File: config.mk
export PLATFORM = sky130hd
export DESIGN_NAME = uart_rx_parity
export DESIGN_NICKNAME = d
export VERILOG_FILES = /design/src/rtl/uart_rx_parity.sv
export SDC_FILE = /design/constraint.sdc
export NUM_CORES = 1
export LEC_CHECK = 0
export ABC_AREA = 1
export BUFFER_PORTS_ARGS = -buffer_cell sky130_fd_sc_hd__buf_2
export CORE_UTILIZATION = 55
export DETAILED_ROUTE_END_ITERATION = 8
export GPL_TIMING_DRIVEN = 0
export PLACE_DENSITY = 0.8
export SYNTH_ARGS = -nofsm -noshare
export SYNTH_HDL_FRONTEND = slang
export SYNTH_SLANG_ARGS = --single-unit
File: constraint.sdc
create_clock -name clk -period 4.4 [get_ports clk]
set_input_delay 0.66 -clock clk [delete_from_list [all_inputs] [get_ports clk]]
set_output_delay 0.66 -clock clk [all_outputs]
set_load 0.02 [all_outputs]
File: src/rtl/uart_rx_parity.sv
`default_nettype none
// ============================================================================
// Module   : uart_rx_parity
// Purpose  : UART receiver with 16x oversampling, optional even/odd parity
//            and parity/framing error flags. Each received word is presented
//            on dout together with a one-clock rx_done_tick.
// Ports    : clk          - system clock
//            reset        - synchronous, active-high reset
//            s_tick       - one-clk enable pulse at 16x the baud rate
//            rx           - asynchronous serial input, idle high
//            dout         - last received data word (held between frames)
//            rx_done_tick - one-clk pulse when a frame completes
//            parity_err   - parity mismatch for the word in dout
//            frame_err    - stop bit sampled low for the word in dout
// Revision : 1.0 - initial release
// ============================================================================
module uart_rx_parity #(
  parameter int DBIT       = 8,   // data bits per frame (5..8)
  parameter int SB_TICK    = 16,  // s_ticks in the stop period (16/24/32)
  parameter int PARITY_EN  = 1,   // 1 = parity bit follows the data bits
  parameter int PARITY_ODD = 0    // 0 = even parity, 1 = odd parity
) (
  input  logic            clk,
  input  logic            reset,
  input  logic            s_tick,
  input  logic            rx,
  output logic [DBIT-1:0] dout,
  output logic            rx_done_tick,
  output logic            parity_err,
  output logic            frame_err
);

  localparam logic [2:0] c_st_idle   = 3'd0;
  localparam logic [2:0] c_st_start  = 3'd1;
  localparam logic [2:0] c_st_data   = 3'd2;
  localparam logic [2:0] c_st_parity = 3'd3;
  localparam logic [2:0] c_st_stop   = 3'd4;

  localparam logic [4:0] c_mid_start = 5'd7;
  localparam logic [4:0] c_mid_bit   = 5'd15;
  localparam logic [4:0] c_stop_last = 5'(SB_TICK - 1);
  localparam logic [2:0] c_last_bit  = 3'(DBIT - 1);
  localparam logic       c_par_en    = (PARITY_EN != 0);
  localparam logic       c_par_odd   = (PARITY_ODD != 0);

  // Input synchronizer
  logic r_rx_meta;
  logic r_rx_s;

  // FSM and datapath
  logic [2:0]      r_state, w_state_next;
  logic [4:0]      r_s, w_s_next;
  logic [2:0]      r_n, w_n_next;
  logic [DBIT-1:0] r_shift, w_shift_next;
  logic            r_par, w_par_next;

  // Frame completion
  logic            w_complete;
  logic            w_parity_bad;

  // Registered outputs
  logic [DBIT-1:0] r_dout;
  logic            r_done;
  logic            r_perr;
  logic            r_ferr;

  // Both flops reset to the idle-line level so reset never fakes a start bit.
  always_ff @(posedge clk) begin
    if (reset) begin
      r_rx_meta <= 1'b1;
      r_rx_s    <= 1'b1;
    end else begin
      r_rx_meta <= rx;
      r_rx_s    <= r_rx_meta;
    end
  end

  // State register
  always_ff @(posedge clk) begin
    if (reset) begin
      r_state <= c_st_idle;
      r_s     <= '0;
      r_n     <= '0;
      r_shift <= '0;
      r_par   <= 1'b0;
    end else begin
      r_state <= w_state_next;
      r_s     <= w_s_next;
      r_n     <= w_n_next;
      r_shift <= w_shift_next;
      r_par   <= w_par_next;
    end
  end

  // Next-state logic; everything except the idle edge detect waits for s_tick.
  always_comb begin
    w_state_next = r_state;
    w_s_next     = r_s;
    w_n_next     = r_n;
    w_shift_next = r_shift;
    w_par_next   = r_par;
    case (r_state)
      c_st_idle: begin
        if (!r_rx_s) begin
          w_s_next     = '0;
          w_state_next = c_st_start;
        end
      end
      c_st_start: begin
        if (s_tick) begin
          if (r_s == c_mid_start) begin
            if (!r_rx_s) begin
              w_s_next     = '0;
              w_n_next     = '0;
              w_state_next = c_st_data;
            end else begin
              // Line high again at mid start bit: treat as a glitch.
              w_state_next = c_st_idle;
            end
          end else begin
            w_s_next = r_s + 5'd1;
          end
        end
      end
      c_st_data: begin
        if (s_tick) begin
          if (r_s == c_mid_bit) begin
            // Right shift: the first (LSB) bit ends up in bit 0.
            w_shift_next = {r_rx_s, r_shift[DBIT-1:1]};
            w_s_next     = '0;
            if (r_n == c_last_bit) begin
              w_state_next = c_par_en ? c_st_parity : c_st_stop;
            end else begin
              w_n_next = r_n + 3'd1;
            end
          end else begin
            w_s_next = r_s + 5'd1;
          end
        end
      end
      c_st_parity: begin
        if (s_tick) begin
          if (r_s == c_mid_bit) begin
            w_par_next   = r_rx_s;
            w_s_next     = '0;
            w_state_next = c_st_stop;
          end else begin
            w_s_next = r_s + 5'd1;
          end
        end
      end
      c_st_stop: begin
        if (s_tick) begin
          if (r_s == c_stop_last) begin
            w_state_next = c_st_idle;
          end else begin
            w_s_next = r_s + 5'd1;
          end
        end
      end
      default: w_state_next = c_st_idle;
    endcase
  end

  // Output decode: the frame completes on the last stop-period tick.
  always_comb begin
    w_complete   = (r_state == c_st_stop) && s_tick && (r_s == c_stop_last);
    w_parity_bad = c_par_en & (((^r_shift) ^ r_par) != c_par_odd);
  end

  // Outputs only change on frame completion; reset overrides completion.
  always_ff @(posedge clk) begin
    if (reset) begin
      r_dout <= '0;
      r_done <= 1'b0;
      r_perr <= 1'b0;
      r_ferr <= 1'b0;
    end else begin
      r_done <= w_complete;
      if (w_complete) begin
        r_dout <= r_shift;
        r_ferr <= ~r_rx_s;
        r_perr <= w_parity_bad;
      end
    end
  end

  assign dout         = r_dout;
  assign rx_done_tick = r_done;
  assign parity_err   = r_perr;
  assign frame_err    = r_ferr;

endmodule
`default_nettype wire
== Word-level counts from Yosys, hierarchy flattened ==
Cells that the tools add are included.

* Register bits after elaboration: 33
* Logic and storage cells: 75

* Equal/unequal tests: 21
* Mux-type cells: 27
* Bitwise gates (word level): 2
* Reduce and logical (&&, ||, !) cells: 12
* Add/sub/neg operators: 2

{| class="wikitable"
|+ Operator list
! kind !! number
|-
| $mux W3 || 16
|-
| $mux W5 || 7
|-
| $ne A2 B2 Y1 const B || 13
|-
| $pmux W5 S4 || 1
|-
| $pmux W3 S5 || 1
|-
| $reduce_and A10 Y1 || 1
|-
| $reduce_xor A8 Y1 || 1
|-
| $reduce_and A7 Y1 || 1
|-
| $eq A3 B2 Y1 const B || 2
|-
| $eq A3 B3 Y1 const B || 2
|-
| $pmux W3 S2 || 1
|-
| $reduce_and A3 Y1 || 2
|-
| $add A5 B1 Y5 const B || 1
|-
| $eq A5 B3 Y1 const B || 1
|-
| $eq A5 B4 Y1 const B || 1
|-
| $reduce_and A5 Y1 || 1
|-
| $reduce_bool A4 Y1 || 1
|-
| $add A3 B1 Y3 const B || 1
|-
| $eq A3 B1 Y1 const B || 1
|-
| $logic_not A3 Y1 || 1
|-
| $logic_and A1 B1 Y1 || 2
|-
| $mux W2 || 1
|-
| $ne A2 B1 Y1 const B || 1
|-
| $reduce_bool A2 Y1 || 1
|-
| other kinds (3) || 3
|}

== Depth between registers and ports, before layout ==
* Depth in word-level cells: 5
* Gate-level depth with buffers: 11

== Worst setup path after synthesis ==
OpenSTA, ideal clock, no wires.

* Path kind: register to register
* From: register r_s[0]
* To: register r_state[0]
* Path slack: 2638 ps
* Clock period less this slack: 1762 ps
* Path buffers: 0
* Cell stages (with the launch flop): 12
* Arrival time: 1644 ps
* Path through: dfxtp_1 ha_1 nand2_2 nor2_1 ha_1 inv_1 nand3_1 nand3_1 nor2_1 nand2_1 nand2_1 a21oi_2

* Cells in the longest elaborated chain, start to end: 3

{| class="wikitable"
|+ Ends and longest elaborated chain
! element !! line !! RTL
|-
| start, declared || 52 || <nowiki>logic [4:0] r_s, w_s_next;</nowiki>
|-
| start signal, assigned || 88 || <nowiki>r_s <= w_s_next;</nowiki>
|-
| $eq A5 B4 Y1 or $eq A5 B3 Y1 (tied branches) || -- ||
|-
| $ne A2 B2 Y1 (no source line) || -- ||
|-
| $reduce_and A10 Y1 (no source line) (*) || -- ||
|-
| end signal, assigned || 81 || <nowiki>r_state <= c_st_idle;</nowiki>
|-
| end signal, assigned || 87 || <nowiki>r_state <= w_state_next;</nowiki>
|-
| end, declared || 51 || <nowiki>logic [2:0] r_state, w_state_next;</nowiki>
|}

Mark *: on every way between the ends. The rest lies on a longest branch, timed or not.
A chain may end at the register's enable or synchronous reset.

== Worst setup path in the final report ==
Same ends and word-level chain as after synthesis.

==> metrics.log <==
[metrics] outcome: finished clean
[metrics] biggest area contributors in the synthesized netlist: dfxtp_1, nand2_1, a21oi_1
[metrics] setup repair bufs after CTS: 0
[metrics] detailed placement HPWL: 2820 µm
[metrics] Yosys top cell by area: dfxtp_1
[metrics] Switching Power: 0.000191 W
[metrics] Vert. Die Dim: 60.2 µm
[metrics] fraction of layout instances using a drive strength above 1: 0.166
[metrics] number of buffers inserted for hold repair after clock tree synthesis: 0
[metrics] worst-skew pair later-pin latency: 0.34 ns
[metrics] max capacitance violation total: 0
[metrics] met1 Track Usage GR: 0.317
[metrics] TritonCTS clock tree: yes
[metrics] worst path arrival time: 2.40 ns
[metrics] area of the mapped netlist: 1860 µm²
[metrics] number of synthesized flops with an enable pin: 0
[metrics] ant diodes: 0
[metrics] final critical path time including I/O delays and setup: 2.17 ns
[metrics] Avg Cell Area, Syn: 6.68 µm²
[metrics] count of warnings emitted by yosys: 0
[metrics] GRT Util Overall: 0.241
[metrics] global-route wire length before repair: 6420 µm
[metrics] average vias per placed instance: 5.11
[metrics] area of the die: 3620 µm²
[metrics] Async S/R FF share, synth: 0
[metrics] final standard cell area without fillers: 2070 µm²
[metrics] number of setup violations in the final report: 0
[metrics] met2 layer usage reported by global route: 0.356
[metrics] Port Buf Inserts: 14
[metrics] CP startpoint kind: flop
[metrics] data required time of the critical path: 4.63 ns
[metrics] Power Dens Cells: 323 nW/µm²
[metrics] Ports: 15
[metrics] register area share after synthesis: 0.355
[metrics] total cell area at the placement stage: 1990 µm²
[metrics] grt met3 use: 0.0758
[metrics] synth unique cells: 28
[metrics] effective utilization at floorplan: 0.596
[metrics] CTS Sinks: 33
[metrics] number of slew-limit violations in the final report: 0
[metrics] non-filler cells in the finished layout: 345
[metrics] top fanout value on the critical path: 7
[metrics] drt drc: 0
[metrics] worst hold-check path type: flop to flop
[metrics] horizontal die dimension: 60.2 µm
[metrics] pin count of the biggest net entering global routing: 11
[metrics] period utilisation layout: 0.493
[metrics] via count of the first global-routing pass: 1519
[metrics] relative contribution of sequential cells to total power: 0.478
[metrics] actual slew at the worst max-slew pin: 0.455 ns
[metrics] aggregate global routing overflow: 0
[metrics] predominant post-synthesis flop cell: dfxtp_1
[metrics] highest clock frequency the design can meet: 461 MHz
[metrics] pre-CTS WS: 2.31 ns
[metrics] overall via count from detail_route: 1763
[metrics] final net count: 310
[metrics] area share of the leading cell type in the synthesized netlist: 0.355
[metrics] Final Hold Vio Count: 0
[metrics] number of detailed-routing iterations run before antenna repair: 4
[metrics] Resize count post-CTS: 0
[metrics] FF+latch count, synth: 33
[metrics] layer with the highest usage after global routing: met2
[metrics] total routed wirelength: 3940 µm
[metrics] total nets after synthesis: 289
[metrics] CTS H-tree depth: 2
[metrics] First DRT Iteration DRCs: 72
[metrics] share of the core filled with cells in the final layout: 0.663
[metrics] combinational share of power: 0.160
[metrics] # rows: 20
[metrics] static leakage: 0.983 nW
[metrics] final antenna-violating net count: 0
[metrics] crit path setup slack, layout: 2.23 ns
[metrics] unrepaired setup endpoints after global routing: no
[metrics] worst vdd rail ir drop: 0.217 mV
[metrics] Clk network pwr share: 0.362
[metrics] Crit. End Element: flop
[metrics] internal power contribution: 0.000478 W
[metrics] area growth from synthesis to final layout: 11.3%
[metrics] # placed instances: 337
[metrics] weighted congestion at the end of routability-driven global placement: 0.901
[metrics] switching share of power: 0.286
[metrics] cts bufs inserted: 5
[metrics] average wire per cell in the routed design: 11.4 µm
[metrics] Post-Route Skew: 0.00373 ns
[metrics] number of cells produced by synthesis: 279
[metrics] area of the core: 3130 µm²
[metrics] total negative slack for setup checks: 0 ns
[metrics] Clk pin slew, worst setup/hold paths: 0.10 ns
[metrics] worst relative slew slack: 0.696
[metrics] number of antenna violations at the first check in global routing: 0
[metrics] critical setup path kind: flop to flop
[metrics] clock root cell: clkbuf_4
[metrics] maximum buffer depth of the clock tree: 2
==> per-stage QoR <==
| stage | hold slack (ns) | total power (W) |
|---|---|---|
| after floorplan | 0.389 | 0.000409 |
| after global placement | 0.391 | 0.000431 |
| after detailed placement | 0.406 | 0.000432 |
| after CTS | 0.430 | 0.000671 |
| after global routing | 0.455 | 0.000704 |
| final | 0.426 | 0.000669 |
==> cell type report <==
type                    count  area [µm²]
fillers                   291        1050
multi-input cells         200        1020
flip-flops and latches     33         661
well taps                  44        55.1
inverters                  37         140
clock inverters             1        30.0
clock buffers               7        55.1
plain buffers               9        45.0
repair buffers             14        70.1
==> Yosys cell counts (2+ instances only) <==
master    number
a21oi_1       26
buf_2          3
buf_4          2
clkbuf_1       4
dfxtp_1       33
ha_1           6
inv_1         33
inv_2          3
nand2_1       68
nand2_2        8
nand3_1       25
nand3b_1       3
nand4_1        2
nor2_1        21
nor2_2         3
nor2_4         3
o21ai_0       24
or2_2          2
==> cell usage in the layout, fill, tap and decap left out, drive strengths merged <==
cell type / count
nand2: 77
inv: 36
dfxtp: 33
a21oi: 27
nor2: 27
nand3: 25
o21ai: 25
buf: 19
clkbuf: 11
ha: 6
nand3b: 3
nand4: 2
or2: 2
a21boi: 2
nor3: 2
clkinv: 1
a311oi: 1
xor2: 1
bufinv: 1
==> registers in the layout, indices dropped and copies added, names as in the netlist <==
signal / flops
r_s: 5
r_rx_meta: 1
r_state: 3
rx_done_tick: 1
dout: 8
frame_err: 1
parity_err: 1
r_par: 1
r_rx_s: 1
r_n: 3
r_shift: 8
==> power by group through the flow <==
stage / sequential [W] / clock, W / combinational (W)
final: 0.000320 / 0.000242 / 0.000107
after global routing: 0.000321 / 0.000263 / 0.000119
after CTS: 0.000320 / 0.000246 / 0.000106
after detailed placement: 0.000327 / 0 / 0.000105
after global placement: 0.000326 / 0 / 0.000105
after floorplan: 0.000323 / 0 / 0.0000859
==> routing by layer <==
| metal | share of wire | vias up |
|---|---|---|
| met2 | 0.44 | 48 |
| li1 | - | 937 |
| met5 | 0 | - |
| met3 | 0.059 | 9 |
| met1 | 0.48 | 769 |
| met4 | 0.021 | 0 |
==> kinds of logic after synthesis <==
family | synth area share
xor+xnor | 0.00470
flops | 0.355
compound gates | 0.156
buf+inv | 0.0994
simple gates | 0.345
fa+ha+maj | 0.0403
==> worst max-delay path: stages (launching register included) <==
cell and delay (ns):
dfxtp_1 0.49, ha_1 0.23, nand2_2 0.11, nor2_1 0.22, ha_1 0.23, inv_1 0.10, nand3_1 0.11, nand3_1 0.08
nor2_1 0.20, nand2_1 0.14, nand2_1 0.10, a21oi_2 0.05
==> worst paths after layout <==
| path | startpoint | to | slack, ns | cells past startpoint |
|---|---|---|---|---|
| max reg2reg | r_s[0] | r_state[0] | 2.23 | 11 |
| min | r_rx_meta | r_rx_s | 0.43 | 1 |
| max | r_s[0] | r_state[0] | 2.23 | 11 |
| min reg2reg | r_rx_meta | r_rx_s | 0.43 | 1 |
Power figures use the tool's default switching activity.
